File: src/rtl/stream_rr_arbiter.sv
// Packet-locked round-robin arbiter for one master port of the stream crossbar.
// Optional per-source packet bursting is enabled by defining STREAM_RR_ARB_BURST_EN.
module stream_rr_arbiter #(
    parameter  int unsigned S_DATA_COUNT   = 4,
    parameter  int unsigned MAX_BURST_PKTS = 4,
    localparam int unsigned T_ID___WIDTH   = $clog2(S_DATA_COUNT)
) (
    input  logic                      clk_i,
    input  logic                      rst_i,
    input  logic [S_DATA_COUNT-1:0]   requests_mask_i,
    input  logic [S_DATA_COUNT-1:0]   last_i,
    input  logic                      xfer_i,
    output logic [S_DATA_COUNT-1:0]   grant_o,
    output logic [T_ID___WIDTH-1:0]   id_o,
    output logic                      grant_valid_o,
    output logic                      err_o
);

    if (S_DATA_COUNT < 2 || MAX_BURST_PKTS < 1) begin : g_param_check
        $error("stream_rr_arbiter: S_DATA_COUNT must be >= 2 and MAX_BURST_PKTS >= 1");
    end

    typedef enum logic {
        IDLE,
        LOCKED
    } state_t;

    state_t                    state;
    logic [T_ID___WIDTH-1:0]   ptr;
    logic [T_ID___WIDTH-1:0]   next_ptr;
    logic [T_ID___WIDTH-1:0]   scan_base;
    logic [2*S_DATA_COUNT-1:0] req_rot_full;
    logic [S_DATA_COUNT-1:0]   req_rot;
    logic [T_ID___WIDTH-1:0]   win_off;
    logic [T_ID___WIDTH:0]     win_sum;
    logic [T_ID___WIDTH-1:0]   winner;
    logic                      win_valid;
    logic [S_DATA_COUNT-1:0]   win_onehot;
    logic                      pkt_end;

`ifdef STREAM_RR_ARB_BURST_EN
    localparam int unsigned CNT_W = $clog2(MAX_BURST_PKTS) + 1;
    logic [CNT_W-1:0] burst_cnt;
    logic             burst_retain;

    assign burst_retain = requests_mask_i[id_o] && (32'(burst_cnt) + 32'd1 < MAX_BURST_PKTS);
`endif

    assign pkt_end   = (state == LOCKED) && xfer_i && last_i[id_o];
    assign next_ptr  = (id_o == T_ID___WIDTH'(S_DATA_COUNT - 1)) ? '0 : id_o + 1'b1;
    // While locked, the scan already starts past the current source so a
    // packet end can hand over in the same cycle.
    assign scan_base = (state == LOCKED) ? next_ptr : ptr;

    // Rotating the doubled mask by the base turns the wrap-around scan into a
    // plain lowest-set-bit search that never exceeds S_DATA_COUNT-1.
    assign req_rot_full = {requests_mask_i, requests_mask_i} >> scan_base;
    assign req_rot      = req_rot_full[S_DATA_COUNT-1:0];

    always_comb begin
        win_valid = 1'b0;
        win_off   = '0;
        for (int unsigned k = 0; k < S_DATA_COUNT; k++) begin
            if (!win_valid && req_rot[k[T_ID___WIDTH-1:0]]) begin
                win_valid = 1'b1;
                win_off   = k[T_ID___WIDTH-1:0];
            end
        end
        win_sum = {1'b0, scan_base} + {1'b0, win_off};
        if (win_sum >= (T_ID___WIDTH + 1)'(S_DATA_COUNT)) begin
            win_sum = win_sum - (T_ID___WIDTH + 1)'(S_DATA_COUNT);
        end
        winner     = win_sum[T_ID___WIDTH-1:0];
        win_onehot = {{(S_DATA_COUNT - 1){1'b0}}, 1'b1} << winner;
    end

    always_ff @(posedge clk_i) begin
        if (rst_i) begin
            state         <= IDLE;
            ptr           <= '0;
            grant_o       <= '0;
            id_o          <= '0;
            grant_valid_o <= 1'b0;
            err_o         <= 1'b0;
`ifdef STREAM_RR_ARB_BURST_EN
            burst_cnt     <= '0;
`endif
        end else begin
            if (xfer_i && !grant_valid_o) begin
                err_o <= 1'b1;
            end
            case (state)
                IDLE: begin
                    if (win_valid) begin
                        grant_o       <= win_onehot;
                        id_o          <= winner;
                        grant_valid_o <= 1'b1;
                        state         <= LOCKED;
                    end
                end
                LOCKED: begin
                    if (pkt_end) begin
`ifdef STREAM_RR_ARB_BURST_EN
                        if (burst_retain) begin
                            burst_cnt <= burst_cnt + 1'b1;
                        end else begin
                            burst_cnt <= '0;
`endif
                            ptr <= next_ptr;
                            if (win_valid) begin
                                grant_o <= win_onehot;
                                id_o    <= winner;
                            end else begin
                                grant_o       <= '0;
                                id_o          <= '0;
                                grant_valid_o <= 1'b0;
                                state         <= IDLE;
                            end
`ifdef STREAM_RR_ARB_BURST_EN
                        end
`endif
                    end
                end
                default: state <= IDLE;
            endcase
        end
    end

endmodule
File: config.mk
export PLATFORM = sky130hd
export DESIGN_NAME = stream_rr_arbiter
export DESIGN_NICKNAME = d
export VERILOG_FILES = /design/src/rtl/stream_rr_arbiter.sv
export SDC_FILE = /design/constraint.sdc
export NUM_CORES = 1
export LEC_CHECK = 0
export CELL_PAD_IN_SITES_DETAIL_PLACEMENT = 1
export CELL_PAD_IN_SITES_GLOBAL_PLACEMENT = 2
export CORE_MARGIN = 4
export CORE_UTILIZATION = 37
export CTS_CLUSTER_SIZE = 24
export DETAILED_ROUTE_END_ITERATION = 12
export DONT_BUFFER_PORTS = 1
export PLACE_DENSITY = 0.82
export SLEW_MARGIN = 20
export SYNTH_ARGS = -nofsm -noshare
export SYNTH_HDL_FRONTEND = slang
export SYNTH_SLANG_ARGS = --single-unit
File: constraint.sdc
create_clock -name clk_i -period 5.4 [get_ports clk_i]
set_input_delay 0.81 -clock clk_i [delete_from_list [all_inputs] [get_ports clk_i]]
set_output_delay 0.81 -clock clk_i [all_outputs]
set_load 0.05 [all_outputs]
# Yosys cells after proc, flatten, opt, wreduce, memory -nomap -nowiden
# Index checks and enable logic that the tools add are counted.
[totals]
regBits = 11
in_bits = 11
output_inout_bits = 8
elab_cells = 58
[op_classes]
addsub = 3
n_lt_le_gt_ge = 2
eq_ne = 4
shift = 2
mux = 27
bitwise_logic = 1
reduce_logical = 13
[ops]
columns = ["op", "n"]
rows = [
  ["$mux 2", 8],
  ["$mux 4", 3],
  ["$mux 1", 11],
  ["$pmux 4 s2", 1],
  ["$shr 8x2->4", 1],
  ["$logic_and 1x1->1", 6],
  ["$logic_not 1->1", 4],
  ["$ne 2x2->1 const B", 2],
  ["$pmux 1 s2", 2],
  ["$pmux 2 s2", 1],
  ["$reduce_and 2->1", 2],
  ["$shl 1x2->4 const A", 1],
  ["$add 2x2->3", 1],
  ["$ge 3x3->1 const B", 1],
  ["$lt 2x3->1 const B", 1],
  ["$reduce_and 3->1", 1],
  ["$add 2x1->2 const B", 1],
  ["$bmux 1 s2", 1],
  ["$eq 2x2->1 const B", 1],
  ["$ne 2x1->1 const B", 1],
  ["$sub 2x1->2 const B", 1],
  ["$not 1->1", 1],
]

# Longest topological paths before layout
# Gate-level depths: netlist (run 1).
[logic_depth]
depth_word = 21
ltp_mapped = 11
ltp_nobuf = 11

# Least setup slack after synthesis (run 1)
# Ideal clock, no wire load.
[synth_path]
path_type = "register -> register"
from = "register id_o[0]"
to = "register grant_o[0]"
arrival_ns = 2.561
setup_slack_ns = 2.777
stages_incl_launch_ff = 11
n_path_buf = 0
synth_period_minus_slack_ns = 2.623
path_cell_list = "dfxtp_1 > ha_1 > mux2i_2 > nand2_1 > a21oi_1 > a2bb2oi_1 > a21oi_1 > ha_1 > and4b_1 > nand3_1 > nand3_1"
[synth_between]
elab_chain_cells = 21
[synth_lines]
columns = ["element", "line", "source"]
rows = [
  ["start: declaration", "14", "output logic [T_ID___WIDTH-1:0] id_o,"],
  ["start signal: assignment", "96", "id_o <= winner;"],
  ["start signal: assignment", "112", "id_o <= winner;"],
  ["$add 2x1->2 / $eq 2x2->1 (equally long branches)", "50", "assign next_ptr = (id_o == T_ID___WIDTH'(S_DATA_COUNT - 1)) ? '0 : id_o + 1'b1;"],
  ["$mux 2 (*)", "50", ""],
  ["via next_ptr[1]", "30", "logic [T_ID___WIDTH-1:0] next_ptr;"],
  ["$mux 2 (*)", "53", "assign scan_base = (state == LOCKED) ? next_ptr : ptr;"],
  ["$shr 8x2->4", "57", "assign req_rot_full = {requests_mask_i, requests_mask_i} >> scan_base;"],
  ["$mux 1", "64", "if (!win_valid && req_rot[k[T_ID___WIDTH-1:0]]) begin"],
  ["$logic_not 1->1", "64", ""],
  ["$logic_and 1x1->1", "64", ""],
  ["[6 not listed]", "-", ""],
  ["$mux 2", "64", ""],
  ["$add 2x2->3", "69", "win_sum = {1'b0, scan_base} + {1'b0, win_off};"],
  ["$ge 3x3->1 / $sub 2x1->2 (equally long branches)", "70, 71", ""],
  ["$mux 2", "70", "if (win_sum >= (T_ID___WIDTH + 1)'(S_DATA_COUNT)) begin"],
  ["$shl 1x2->4", "74", "win_onehot = {{(S_DATA_COUNT - 1){1'b0}}, 1'b1} << winner;"],
  ["$mux 4", "110", "if (win_valid) begin"],
  ["$mux 4", "102", "if (pkt_end) begin"],
  ["$pmux 4 s2", "92", "case (state)"],
  ["end signal: assignment", "95", "grant_o <= win_onehot;"],
  ["end signal: assignment", "111", "grant_o <= win_onehot;"],
  ["end: declaration", "13", "output logic [S_DATA_COUNT-1:0] grant_o,"],
]
# The timed path passes the listed nets; every way through them passes the cells marked *. The select of a mux whose other input is x is not followed.
# A chain may end at the register's enable or synchronous reset.

# Worst setup path after layout (run 1)
# Ends and elaborated chain as after synthesis.

==> impl_metrics.yaml, run 1 <==
finish:
  n_fill_cell: 240
  finish.utilization_pct: 39.90
  drive_above_1_share_pct: 11.70
  fin_nets: 108
  antenna_cells: 0
  final_cells: 121
  synthToLayoutAreaGrowth_pct: 2.265
  design_area_um2: 790.8
yosys:
  synth_top_cell_by_area: "dfxtp_1"
  ys_warn_count: 0
  ys_seq_elements: 11
  synth.avg_cell_area_um2: 8.314
  synth_area_leaders: "dfxtp_1, nand3_1, nor2_1, nand2_1, a21oi_1"
  yosysTopAreaCellShare_pct: 28.48
  synthDistinctLibCells: 40
  netlist_instances: 93
  synth_nets: 106
  synth_area_um2: 773.2
  ys_seq_area_share_pct: 28.48
timing:
  period_needed_ns: 2.936
  hold_ws_ns: 0.5021
  setup_slack_ns: 2.465
  slew_headroom_pct: 50.91
  finalSetupTns_ns: 0
  tightestPinTransition_ns: 0.7314
  fin_skew_ns: 0.0004196
  max_freq_ghz: 0.3407
  period_share_pct: 54.36
  hold_viol_final: 0
  setup_viol: 0
  final-max-slew-violation-count: 0
  rsz0062_at_grt: "no"
flow_run:
  maxCapViolCount: 0
clocking:
  htreeDepth: 1
  clockBufferDepth: 2
  cts_made_buffers: 3
  hold_buffers: 0
  clk_pin_slew_ns: 0.07
  cts-root-buf: "clkbuf_4"
  clk_latency_ns: 0.27
  post_cts_resized: 0
  cts_setup_buffers: 0
  clkSinkCount: 11
  cts_tree: "done"
placed_design:
  post-place-ws_ns: 2.475
  placed_area_um2: 764.5
  dp_cells: 117
  io_buffer_count: 0
  gp_congestion: 0.7516
  place_hpwl_mm: 1.515
power_and_ir_drop:
  power_leakage_nw: 0.3095
  combPwrFrac_pct: 27.7
  ir_worst_vdd_uv: 175.8
  p_switching_uw: 109.1
  p_int_uw: 151.5
  p_per_area_nw_per_um2: 329.6
  p_sw_share_pct: 41.88
  seqPwrFrac_pct: 50.2
  clkPwrFrac_pct: 22.0
  total_power_uw: 260.6
floorplan:
  start_util_pct: 39.02
  die_w_um: 53.72
  core-area_um2: 1982
  io-pin-count: 19
  die_y_um: 53.72
  fp-row-count: 16
  die_area_um2: 2885
detailed_routing:
  post_drt_wl_per_cell_um: 15.77
  viasPerCell: 5.934
  vias: 718
  drt_wl_total_mm: 1.908
  ant_nets: 0
  firstDrtPassIters: 4
  drc_errors: 0
  drt-initial-drc-count: 13
worst_setup_path:
  crit_type: "flop to flop"
  cp-start-kind: "flop"
  critPathRequiredTime_ns: 5.55
  end_kind: "flop"
  cp.arrival_ns: 3.09
  crit_fanout: 9
global_routing:
  grt_max_degree: 11
  grt_pass1_vias: 722
  antenna_found_initial: 0
  grt-ovfl-total: 0
  globalRouteTotalUtil_pct: 15.64
  grt_pass1_wl_mm: 3.270
outcome:
  status: "finished, final reports clean"
worst_hold_path:
  hold_class: "flop to flop"
[flip-flops by register name, indices dropped and copies added, names as in the netlist]
signal	count
grant_o	4
err_o	1
grant_valid_o	1
state	1
ptr	2
id_o	2
[final timing paths]
check / from / endpoint / slack (ns) / cells after the start
worst max-delay path: id_o[0] / grant_o[0] / 2.46 / 11
worst min-delay path: ptr[0] / ptr[0] / 0.50 / 2
worst max register to register: id_o[0] / grant_o[0] / 2.46 / 11
worst min register to register: ptr[0] / ptr[0] / 0.50 / 2
[cells in the mapped netlist (all sizes together)]
master   number
o2111a        1
nand3         9
mux2i         3
a221o         1
a311oi        1
buf           3
nand4         1
and2b         1
nor4          1
a21oi         5
a2bb2oi       1
and4b         2
a22oi         1
o21ai         5
or4           1
nor3          3
o21a          1
mux2          2
and3b         1
a2111o        1
nand2         8
inv           4
a2111oi       1
nor2         12
and3          2
a22o          1
dfxtp        11
nand2b        2
a222oi        1
a32oi         1
ha            2
and4          1
and2          1
o2111ai       1
a311o         1
[area by class of cell]
class	instances	area (um2)	share of cell area, %
multi-input combinational	75	495.5	62.66
sequential	11	220.2	27.85
tap	27	33.78	4.272
clock buffer	4	26.28	3.323
inverter	4	15.01	1.899
[cell families (layout without fill, tap and decap cells)]
kind of cell / Yosys count / count (layout) / share of synthesized area, %
AO/OA/AOI/OAI: 23 / 23 / 22.82
adder cells (fa/ha/maj): 2 / 2 / 3.236
buffers and inverters: 7 / 8 / 7.443
flip-flops: 11 / 11 / 28.48
multiplexers: 5 / 5 / 7.281
AND/OR/NAND/NOR: 45 / 45 / 30.75
[worst max-delay path, stage by stage (launching register included)]
cell,delay [ns]
dfxtp_1,0.77
ha_1,0.37
mux2i_2,0.40
nand2_1,0.11
a21oi_1,0.16
a2bb2oi_1,0.16
a21oi_1,0.09
ha_1,0.35
nor2_1,0.05
and3_1,0.19
o21ai_0,0.08
nand3_1,0.10
[layout by cell type, fill, tap and decap left out, types with 2 or more instances in the layout]
cell type   n
mux2i_1     2
nand3_1     9
inv_1       3
nand2_1     8
nor3_1      3
mux2_2      2
clkbuf_4    3
nand2b_1    2
o21ai_0     4
a21oi_1     5
ha_1        2
dfxtp_1    11
and4b_1     2
nor2_1     12
[power groups by stage]
stage / Sequential [mW] / Clock (mW) / Combinational (mW)
after floorplan: 0.130 / 0 / 0.0633
after global placement: 0.133 / 0 / 0.0691
after detailed placement: 0.134 / 0 / 0.0715
after CTS: 0.132 / 0.0598 / 0.0720
after global routing: 0.133 / 0.0648 / 0.0816
final: 0.131 / 0.0574 / 0.0723
[metal layers]
layer  vias up  global-route usage, %  share of wire, %  wire, um
met5         -                      0                 0         0
li1        356                      -                 -         -
met2        11                  25.00                49       934
met1       347                  19.39                45       854
met4         0                  7.234               1.4        27
met3         4                  4.155               4.8        92
(Power assumes the default switching activity.)
==> inputs of run 2 (changes only) <==
--- a/config.mk
+++ b/config.mk
@@ -8,11 +8,11 @@
 export CELL_PAD_IN_SITES_DETAIL_PLACEMENT = 1
 export CELL_PAD_IN_SITES_GLOBAL_PLACEMENT = 2
 export CORE_MARGIN = 4
-export CORE_UTILIZATION = 37
+export CORE_UTILIZATION = 34
 export CTS_CLUSTER_SIZE = 24
 export DETAILED_ROUTE_END_ITERATION = 12
 export DONT_BUFFER_PORTS = 1
-export PLACE_DENSITY = 0.82
+export PLACE_DENSITY = 0.76
 export SLEW_MARGIN = 20
 export SYNTH_ARGS = -nofsm -noshare
 export SYNTH_HDL_FRONTEND = slang
==> constraint.sdc (replaced) <==
create_clock -name clk_i -period 2.8 [get_ports clk_i]
set_input_delay 0.42 -clock clk_i [delete_from_list [all_inputs] [get_ports clk_i]]
set_output_delay 0.42 -clock clk_i [all_outputs]
set_load 0.05 [all_outputs]
==> impl_metrics.yaml, run 2 (same netlist as run 1, synthesis figures left out) <==
finish:
  largest_register: "grant_o"
  synthToLayoutAreaGrowth_pct: 5.340
  fin_nets: 111
  layout_commonest_cell: "nor2_1"
  reg.largest.list: "grant_o: 4 flops, id_o: 2 flops, ptr: 2 flops"
  drive_above_1_share_pct: 14.43
  design_area_um2: 814.5
  antenna_cells: 0
  largest_reg_flops: 4
  n_fill_cell: 278
  final_cells: 125
  mostFrequentLayoutCells: "nor2_1, dfxtp_1, nand3_1"
  finish.utilization_pct: 37.18
timing:
  max_freq_ghz: 0.4115
  fin_skew_ns: 0.004734
  finalSetupTns_ns: 0
  period_share_pct: 86.80
  setup_viol: 0
  setup_slack_ns: 0.3696
  tightestPinTransition_ns: 0.6630
  hold_viol_final: 0
  rsz0062_at_grt: "no"
  final-max-slew-violation-count: 0
  slew_headroom_pct: 55.50
  period_needed_ns: 2.430
  hold_ws_ns: 0.2124
flow_run:
  maxCapViolCount: 0
floorplan:
  die_w_um: 55.69
  die_y_um: 55.69
  start_util_pct: 35.29
  die_area_um2: 3101
  io-pin-count: 19
  fp-row-count: 17
  core-area_um2: 2191
global_routing:
  globalRouteTotalUtil_pct: 13.42
  grt_pass1_wl_mm: 3.415
  grt-ovfl-total: 0
  grt_pass1_vias: 743
  antenna_found_initial: 0
  grt_max_degree: 11
worst_setup_path:
  crit_fanout: 9
  crit_type: "flop to flop"
  critPathRequiredTime_ns: 3.01
  cp.arrival_ns: 2.64
  end_kind: "flop"
  cp-start-kind: "flop"
clocking:
  hold_buffers: 0
  cts_made_buffers: 3
  clkSinkCount: 11
  htreeDepth: 1
  cts_setup_buffers: 0
  cts-root-buf: "clkbuf_4"
  clockBufferDepth: 2
  clk_pin_slew_ns: 0.08
  cts_tree: "done"
  clk_latency_ns: 0.27
  post_cts_resized: 0
power_and_ir_drop:
  p_per_area_nw_per_um2: 623.3
  ir_worst_vdd_uv: 265.2
  clkPwrFrac_pct: 21.6
  power_leakage_nw: 0.3255
  total_power_uw: 507.7
  p_int_uw: 298.5
  seqPwrFrac_pct: 45.3
  p_sw_share_pct: 41.20
  combPwrFrac_pct: 33.1
  p_switching_uw: 209.2
placed_design:
  placed_area_um2: 788.3
  dp_cells: 121
  place_hpwl_mm: 1.567
  post-place-ws_ns: 0.3809
  io_buffer_count: 0
  gp_congestion: 0.7580
worst_hold_path:
  hold_class: "input port to flop"
detailed_routing:
  firstDrtPassIters: 4
  vias: 712
  drt_wl_total_mm: 1.963
  viasPerCell: 5.696
  post_drt_wl_per_cell_um: 15.70
  drt-initial-drc-count: 13
  drc_errors: 0
  ant_nets: 0
outcome:
  status: "finished, final reports clean"
run 2: layout make-up:
type	count	area (um2)	area share [%]
Sequential cell	11	220.2	27.04
Inverter	4	15.01	1.843
Tap cell	28	35.03	4.301
Clock buffer	4	26.28	3.226
Multi-Input combinational cell	75	495.5	60.83
Timing Repair Buffer	3	22.52	2.765
run 2: worst paths after layout:
kind	startpoint	to	slack (ns)	cells past startpoint
worst min-delay path	rst_i	err_o	0.21	1
worst min register to register	ptr[0]	ptr[0]	0.52	2
worst max-delay path	id_o[0]	grant_o[2]	0.37	10
worst max register to register	id_o[0]	grant_o[2]	0.37	10
run 2: worst max-delay path, stage by stage, from the launching register on:
cell and delay [ns]:
dfxtp_1 0.32, ha_1 0.32, mux2i_2 0.41, nand2_1 0.11
a21oi_1 0.15, a2bb2oi_1 0.17, a21oi_1 0.09, ha_1 0.33
and4b_1 0.28, o21ai_0 0.09, nand3_1 0.10
run 2: power groups by stage:
stage | Clock, mW | Combinational [mW] | Sequential (mW)
floorplan | 0 | 0.122 | 0.251
global placement | 0 | 0.165 | 0.234
detailed placement | 0 | 0.168 | 0.234
CTS | 0.116 | 0.169 | 0.230
global route | 0.126 | 0.187 | 0.233
finish | 0.110 | 0.168 | 0.230
run 2: layer usage:
layer	GRT usage, %	share of wire [%]	up-vias
met1	17.98	49	336
met2	20.95	45	11
met3	2.784	4.8	2
met5	0	0	-
met4	5.208	0.87	0
li1	-	-	363
==> inputs of run 3 (changes only) <==
--- a/config.mk
+++ b/config.mk
@@ -8,11 +8,11 @@
 export CELL_PAD_IN_SITES_DETAIL_PLACEMENT = 1
 export CELL_PAD_IN_SITES_GLOBAL_PLACEMENT = 2
 export CORE_MARGIN = 4
-export CORE_UTILIZATION = 34
+export CORE_UTILIZATION = 31
 export CTS_CLUSTER_SIZE = 24
 export DETAILED_ROUTE_END_ITERATION = 12
 export DONT_BUFFER_PORTS = 1
-export PLACE_DENSITY = 0.76
+export PLACE_DENSITY = 0.73
 export SLEW_MARGIN = 20
 export SYNTH_ARGS = -nofsm -noshare
 export SYNTH_HDL_FRONTEND = slang
==> constraint.sdc (replaced) <==
create_clock -name clk_i -period 2.05 [get_ports clk_i]
set_input_delay 0.3075 -clock clk_i [delete_from_list [all_inputs] [get_ports clk_i]]
set_output_delay 0.3075 -clock clk_i [all_outputs]
set_load 0.05 [all_outputs]
==> impl_metrics.yaml, run 3 (same netlist as run 1, synthesis figures left out) <==
outcome:
  status: "complete, but fails checks"
  violations: "negative setup slack"
clocking:
  hold_buffers: 0
  htreeDepth: 1
  cts_tree: "done"
  clkSinkCount: 11
  cts-root-buf: "clkbuf_4"
  clockBufferDepth: 2
  clk_pin_slew_ns: 0.08
  cts_made_buffers: 3
  clk_latency_ns: 0.27
worst_setup_path:
  critPathRequiredTime_ns: 2.20
  crit_fanout: 5
  crit_type: "flop to flop"
  timing.reg2reg.worst_path_depth: 11
  cp.arrival_ns: 2.22
  critPathSlowestCell: "dfxtp_4"
  worstPathCellList: "ha_4 > mux2i_4 > nand2_2 > a21oi_2 > a2bb2oi_2 > a21oi_2 > ha_4 > nor2_1 > and3_1 > o21ai_1 > nand3_1"
  end_kind: "flop"
  cp-start-kind: "flop"
  cpPeakStageDelay_ns: 0.36
power_and_ir_drop:
  p_switching_uw: 318.5
  ir_worst_vdd_uv: 367.5
  seqPwrFrac_pct: 41.0
  p_per_area_nw_per_um2: 834.0
  power_leakage_nw: 0.3635
  p_int_uw: 461.0
  combPwrFrac_pct: 39.8
  p_sw_share_pct: 40.86
  clkPwrFrac_pct: 19.2
detailed_routing:
  ant_nets: 0
  drt_wl_total_mm: 2.144
  drc_errors: 0
  post_drt_wl_per_cell_um: 16.37
  firstDrtPassIters: 4
  drt-initial-drc-count: 12
  vias: 748
  viasPerCell: 5.710
finish:
  mostFrequentLayoutCells: "nor2_1, nand3_1, dfxtp_1"
  finish.utilization_pct: 40.69
  layout_commonest_cell: "nor2_1"
  largest_reg_flops: 4
  reg.largest.list: "grant_o: 4 flops, id_o: 2 flops, ptr: 2 flops"
  drive_above_1_share_pct: 31.07
  fin_nets: 117
  synthToLayoutAreaGrowth_pct: 20.87
  largest_register: "grant_o"
  design_area_um2: 934.6
  antenna_cells: 0
global_routing:
  grt_pass1_wl_mm: 3.670
  grt_pass1_vias: 848
  grt_max_degree: 11
  antenna_found_initial: 0
  globalRouteTotalUtil_pct: 14.00
  grt-ovfl-total: 0
placed_design:
  placed_area_um2: 862.1
  gp_congestion: 0.7393
  io_buffer_count: 0
  post-place-ws_ns: -0.05702
  place_hpwl_mm: 1.680
timing:
  setup_slack_ns: -0.01544
  period_needed_ns: 2.065
  max_freq_ghz: 0.4842
  setup_viol: 1
  final-max-slew-violation-count: 0
  slew_headroom_pct: 63.31
  hold_viol_final: 0
  period_share_pct: 100.8
  fin_skew_ns: 0.006905
  rsz0062_at_grt: "yes"
  tightestPinTransition_ns: 0.5496
  hold_ws_ns: 0.09373
floorplan:
  fp-row-count: 17
  io-pin-count: 19
  core-area_um2: 2297
  die_y_um: 57.95
  die_area_um2: 3358
  start_util_pct: 33.66
  die_w_um: 57.95
flow_run:
  maxCapViolCount: 0
worst_hold_path:
  hold_class: "input port to flop"
  hold_depth: 1
## run 3: changes by cell type in the layout (fill, tap and decap cells not counted), sizes merged
cell / change
buf: +6
clkbuf: -1
clkinv: +1
## run 3: repair_timing
| action | in CTS | in global routing |
|---|---|---|
| pin swaps | 2 | 6 |
| gates resized for setup | 0 | 13 |
| endpoints found under the setup margin | 5 | 6 |
| setup buffers | 0 | 0 |
## run 3: per-layer routing
metal	track usage [%]	up-vias	routed length (um)
li1	-	374	-
met1	17.55	361	1004
met2	22.90	11	1028
met3	3.563	2	98
met4	5.298	0	12
met5	0	-	0
## run 3: power groups by stage
| stage | logic [mW] | registers, mW | clock network [mW] |
|---|---|---|---|
| after floorplan | 0.177 | 0.349 | 0 |
| after global placement | 0.271 | 0.324 | 0 |
| after detailed placement | 0.280 | 0.326 | 0 |
| after CTS | 0.281 | 0.321 | 0.158 |
| after global routing | 0.342 | 0.323 | 0.173 |
| final | 0.310 | 0.319 | 0.150 |
## run 3: through the flow
| step | power, mW | cells | TNS [ns] |
|---|---|---|---|
| finish | 0.7795 | 131 | -0.01544 |
| global placement | 0.5956 | 127 | -0.1560 |
| CTS | 0.7593 | 131 | -0.2416 |
| floorplan | 0.5267 | 93 | -0.3153 |
| global route | 0.8378 | 131 | -0.4417 |
| detailed placement | 0.6060 | 127 | -0.1724 |
## run 3: cell type report
class                   count  area [um2]
clock buffers               3       22.52
multi-input cells          75       558.0
well taps                  28       35.03
clock inverters             1       5.005
inverters                   4       15.01
fillers                   297        1363
repair buffers              9       71.32
flip-flops and latches     11       227.7
## run 3: worst max-delay path: cells and delay by family, from the launching register on
| kind | cells | cell delay [ns] |
|---|---|---|
| muxes | 1 | 0.22 |
| AOI/OAI and AO/OA | 4 | 0.45 |
| and+or+nand+nor | 4 | 0.40 |
| DFF | 1 | 0.36 |
| adders and majority gates | 2 | 0.52 |
## run 3: final timing paths
path         startpoint    endpoint  slack (ns)
min reg2reg      ptr[0]      ptr[0]        0.52
max reg2reg     id_o[1]  grant_o[0]       -0.02
min               rst_i     id_o[0]        0.09
max             id_o[1]  grant_o[0]       -0.02
==> variant 1 (flow settings as in run 2) <==
`S_DATA_COUNT`: 4 -> 8.
--- a/src/rtl/stream_rr_arbiter.sv
+++ b/src/rtl/stream_rr_arbiter.sv
@@ -1,7 +1,7 @@
 // Packet-locked round-robin arbiter for one master port of the stream crossbar.
 // Optional per-source packet bursting is enabled by defining STREAM_RR_ARB_BURST_EN.
 module stream_rr_arbiter #(
-    parameter  int unsigned S_DATA_COUNT   = 4,
+    parameter  int unsigned S_DATA_COUNT   = 8,
     parameter  int unsigned MAX_BURST_PKTS = 4,
     localparam int unsigned T_ID___WIDTH   = $clog2(S_DATA_COUNT)
 ) (
Interface: changed (resized grant_o, id_o, last_i and requests_mask_i); port bits go from 19 to 32. The function was not compared with the original's and may differ.
==> variant 1 against run 2 <==
The run now ends with setup timing left; power rose to 4.0 times the old value; combinational power rose to 8.3 times the old value; hold slack better by 13 ps; worst setup slack worse by 1100 ps; synthesized cell count up 26%; wire length up 70%; final area up 110%; sequential cell count up 6; synthesized area up 62%.
==> variant 1: results (changes against run 2) <==
<table>
<tr><th>Metric</th><th>Value</th></tr>
<tr><th colspan="2">Detailed routing</th></tr>
<tr><td>Vias per cell</td><td>5.27 (was 5.70)</td></tr>
<tr><td>Drt initial violations</td><td>27 (was 13)</td></tr>
<tr><td>Via count</td><td>1053 (was 712)</td></tr>
<tr><td>Length of routed met3 wiring</td><td>208 µm (was 95 µm)</td></tr>
<tr><td>Routed length on met1</td><td>1290 µm (was 971 µm)</td></tr>
<tr><td>Pre-antenna DRT Iters</td><td>2 (was 4)</td></tr>
<tr><th colspan="2">Outcome</th></tr>
<tr><td>Violations in the final reports</td><td>setup timing</td></tr>
<tr><td>Run status</td><td>complete, but fails checks (was finished clean)</td></tr>
<tr><th colspan="2">Global routing</th></tr>
<tr><td>Overall track demand over capacity in global routing</td><td>0.153 (was 0.134)</td></tr>
<tr><td>Global-route met3 utilization</td><td>0.0340 (was 0.0278)</td></tr>
<tr><td>First-pass GRT wire length</td><td>5380 µm (was 3420 µm)</td></tr>
<tr><td>Vias in the first global route</td><td>1249 (was 743)</td></tr>
<tr><td>Met2 layer usage reported by global route</td><td>0.292 (was 0.209)</td></tr>
<tr><td>Routing usage on met1</td><td>0.156 (was 0.180)</td></tr>
<tr><td>Pin count of the biggest net entering global routing</td><td>12 (was 11)</td></tr>
<tr><th colspan="2">STA</th></tr>
<tr><td>Final-report setup violation count</td><td>11 (was 0)</td></tr>
<tr><td>Fin worst setup slack</td><td>-682 ps (was 370 ps)</td></tr>
<tr><td>Hold Worst Slack</td><td>225 ps (was 212 ps)</td></tr>
<tr><th colspan="2">Placement</th></tr>
<tr><td>HPWL Detailed</td><td>2660 µm (was 1570 µm)</td></tr>
<tr><td>Number of placed cells counting well taps</td><td>191 (was 121)</td></tr>
<tr><td>Standard cell area after detailed placement</td><td>0.00156 mm² (was 788 µm²)</td></tr>
<tr><td>Minimum setup slack after placement</td><td>-711 ps (was 381 ps)</td></tr>
<tr><th colspan="2">Hold path</th></tr>
<tr><td>Terminating pin of the worst hold path</td><td>state$_SDFF_PP0_ (was err_o$_SDFFE_PP0P_)</td></tr>
<tr><th colspan="2">Cells and area</th></tr>
<tr><td>Leading registers by flop count</td><td>grant_o (8), id_o (3), ptr (3) (was grant_o (4), id_o (2), ptr (2))</td></tr>
<tr><td>Proportion of layout cells with a drive suffix above 1</td><td>0.487 (was 0.144)</td></tr>
<tr><th colspan="2">Setup path</th></tr>
<tr><td>Cell depth of the worst flop-to-flop path</td><td>14 (was 10)</td></tr>
<tr><td>Top delay family on crit path</td><td>multiplexers (was adder cells)</td></tr>
<tr><td>Data arrival at the endpoint of the critical path</td><td>3640 ps (was 2640 ps)</td></tr>
<tr><th colspan="2">Synthesis</th></tr>
<tr><td>Syn nets</td><td>140 (was 106)</td></tr>
</table>
[variant 1: kinds of logic after synthesis]
group	synth area share
AND/OR/NAND/NOR	0.136
AO/OA/AOI/OAI	0.145
adder cells (fa/ha/maj)	0.0460
buffers and inverters	0.0571
multiplexers	0.336
flip-flops	0.272
XOR/XNOR	0.00701
[variant 1: report_power, final]
group          total, mW  internal [mW]  switching (mW)  leakage (nW)
clock              0.182         0.0987          0.0834        0.0255
combinational       1.39          0.708           0.678         0.493
sequential         0.468          0.308           0.159         0.141
[variant 1: layout make-up]
class	instances	area, µm²
multi-input cells	83	928
fillers	384	1730
repair buffers	35	270
inverters	15	56.3
clock buffers	3	41.3
clock inverters	1	5.00
well taps	46	57.6
flip-flops and latches	17	350
[variant 1: timing repair]
item,in CTS,in global routing
setup buffers,5,0
gates resized for setup,16,2
hold buffers,0,0
pin swaps,3,0
endpoints found under the setup margin,12,12
==> variant 2 (settings of run 2) <==
Made on the original files. Make the reset (`rst_i`) asynchronous in one clocked block.
--- a/src/rtl/stream_rr_arbiter.sv
+++ b/src/rtl/stream_rr_arbiter.sv
@@ -74,7 +74,7 @@
         win_onehot = {{(S_DATA_COUNT - 1){1'b0}}, 1'b1} << winner;
     end
 
-    always_ff @(posedge clk_i) begin
+    always_ff @(posedge clk_i or posedge rst_i) begin
         if (rst_i) begin
             state         <= IDLE;
             ptr           <= '0;
Formal check against the unedited RTL: differs if rst_i is asserted again (counterexample within 4 cycles, from zero or initial values and one cycle with rst_i high); with rst_i held inactive, the same outputs for 10 cycles.
==> variant 2 against run 2 <==
Synthesized area fell by 0.97%; wire length fell by 2.9%; count of clock-buffer cells in the layout did not move; sequential cell count did not move; clock skew fell by 3.0 ps; final area rose by 4.8%; first-iteration DRC count fell by 62%; global-route usage fell by 0.44 points; worst setup slack got worse by 100 ps; critical path type unchanged; largest cell class unchanged.
Power is not compared: it rests on default switching activity, and its combinational part moved more than twofold at a synthesized area within 25%.
==> variant 2: results (changes against run 2) <==
<table>
<tr><th>Metric</th><th>Value</th></tr>
<tr><th colspan="2">Placement</th></tr>
<tr><td>Number of placed cells counting well taps</td><td>113 (was 121)</td></tr>
<tr><td>Minimum setup slack after placement</td><td>178 ps (was 381 ps)</td></tr>
<tr><td>HPWL Detailed</td><td>1500 µm (was 1570 µm)</td></tr>
<tr><td>Global placer's final weighted congestion</td><td>0.718 (was 0.758)</td></tr>
<tr><th colspan="2">STA</th></tr>
<tr><td>Final setup skew</td><td>1.72 ps (was 4.73 ps)</td></tr>
<tr><td>Normalized max-slew margin</td><td>0.634 (was 0.555)</td></tr>
<tr><th colspan="2">Setup path</th></tr>
<tr><td>Worst path max stage delay</td><td>390 ps (was 410 ps)</td></tr>
<tr><td>Critical-path top delay cell</td><td>sky130_fd_sc_hd__dfrtp_1 (was sky130_fd_sc_hd__mux2i_2)</td></tr>
<tr><td>Data arrival at the endpoint of the critical path</td><td>2710 ps (was 2640 ps)</td></tr>
<tr><th colspan="2">Cells and area</th></tr>
<tr><td>Fin cells</td><td>117 (was 125)</td></tr>
<tr><td>Number of nets at the end of the flow</td><td>104 (was 111)</td></tr>
<tr><td>Proportion of layout cells with a drive suffix above 1</td><td>0.156 (was 0.144)</td></tr>
<tr><th colspan="2">Synthesis</th></tr>
<tr><td>Commonest cells in the netlist</td><td>12 x sky130_fd_sc_hd__nor2_1, 11 x sky130_fd_sc_hd__dfrtp_1, 9 x sky130_fd_sc_hd__a21oi_1 (was 12 x sky130_fd_sc_hd__nor2_1, 11 x sky130_fd_sc_hd__dfxtp_1, 9 x sky130_fd_sc_hd__nand3_1)</td></tr>
<tr><td>Primary FF master, synth</td><td>sky130_fd_sc_hd__dfrtp_1 (was sky130_fd_sc_hd__dfxtp_1)</td></tr>
<tr><td>Register area share after synthesis</td><td>0.359 (was 0.285)</td></tr>
<tr><td>Xor-xnor portion of the synthesized cell area</td><td>0.0114 (was 0)</td></tr>
<tr><td>Synthesized area per cell</td><td>9.23 µm² (was 8.31 µm²)</td></tr>
<tr><td>Async set or reset register ratio after synthesis</td><td>1.00 (was 0)</td></tr>
<tr><td>Distinct cells, synth</td><td>32 (was 40)</td></tr>
<tr><td>Adder-cell share of the synthesized area</td><td>0.0327 (was 0.0324)</td></tr>
<tr><th colspan="2">Detailed routing</th></tr>
<tr><td>Drt initial violations</td><td>5 (was 13)</td></tr>
<tr><td>DR WL/cell</td><td>16.3 µm (was 15.7 µm)</td></tr>
<tr><td>Vias per cell</td><td>5.61 (was 5.70)</td></tr>
<tr><th colspan="2">Global routing</th></tr>
<tr><td>Pin count of the biggest net entering global routing</td><td>12 (was 11)</td></tr>
<tr><td>First-pass GRT wire length</td><td>3240 µm (was 3420 µm)</td></tr>
<tr><td>Vias in the first global route</td><td>683 (was 743)</td></tr>
<tr><th colspan="2">Outcome</th></tr>
<tr><td>Run status</td><td>finished clean (unchanged)</td></tr>
<tr><th colspan="2">Hold path</th></tr>
<tr><td>Worst min-delay path class</td><td>input pin to asynchronous set/reset pin (was input pin to register)</td></tr>
</table>
[variant 2: final cells by class]
class	instances	area, µm²
Fill cell	269	1190
Multi-Input combinational cell	65	463
Sequential cell	11	275
Tap cell	27	33.8
Timing Repair Buffer	4	30.0
Clock buffer	4	26.3
Inverter	6	25.0
[variant 2: through the flow]
stage          utilization  hold WS, ps  power [mW]
2_1_floorplan            -          272       0.901
3_3_place_gp         0.401          331        1.03
3_5_place_dp         0.401          346        1.05
4_1_cts              0.414         45.9        1.17
5_1_grt              0.418         59.8        1.27
6_report             0.418         32.5        1.16
[variant 2: layer usage]
layer,share of wire,global-route usage,vias to the layer above
met5,0,0,-
met4,0.011,0.0486,0
met3,0.054,0.0326,3
met2,0.51,0.215,19
met1,0.43,0.161,319
li1,-,-,315
[variant 2: path summary, 6_finish.rpt]
kind	from	to	cells after the start	slack [ps]
max in group asynchronous	rst_i	ptr[0]$_DFFE_PP0P_	1	2460
min in group clk_i	xfer_i	err_o$_DFFE_PP0P_	1	270
worst min register to register	ptr[0]$_DFFE_PP0P_	ptr[0]$_DFFE_PP0P_	2	480
worst max-delay path	id_o[0]$_DFFE_PP0P_	grant_o[3]$_DFFE_PP0P_	11	270
worst min-delay path	rst_i	grant_o[1]$_DFFE_PP0P_	1	30
worst max register to register	id_o[0]$_DFFE_PP0P_	grant_o[3]$_DFFE_PP0P_	11	270
[variant 2: power groups by stage]
| stage | sequential [mW] | clock, mW | combinational (mW) |
|---|---|---|---|
| global route | 0.394 | 0.126 | 0.746 |
| detailed placement | 0.386 | 0 | 0.662 |
| CTS | 0.383 | 0.117 | 0.666 |
| floorplan | 0.440 | 0 | 0.461 |
| global placement | 0.383 | 0 | 0.644 |
| finish | 0.384 | 0.113 | 0.668 |
[variant 2: cells by family (layout without fill, tap and decap cells)]
logic type	after synthesis	in the layout
adder cells (fa/ha/maj)	2	2
flip-flops	11	11
buffers and inverters	7	14
AO/OA/AOI/OAI	21	21
XOR/XNOR	1	1
AND/OR/NAND/NOR	32	32
multiplexers	9	9
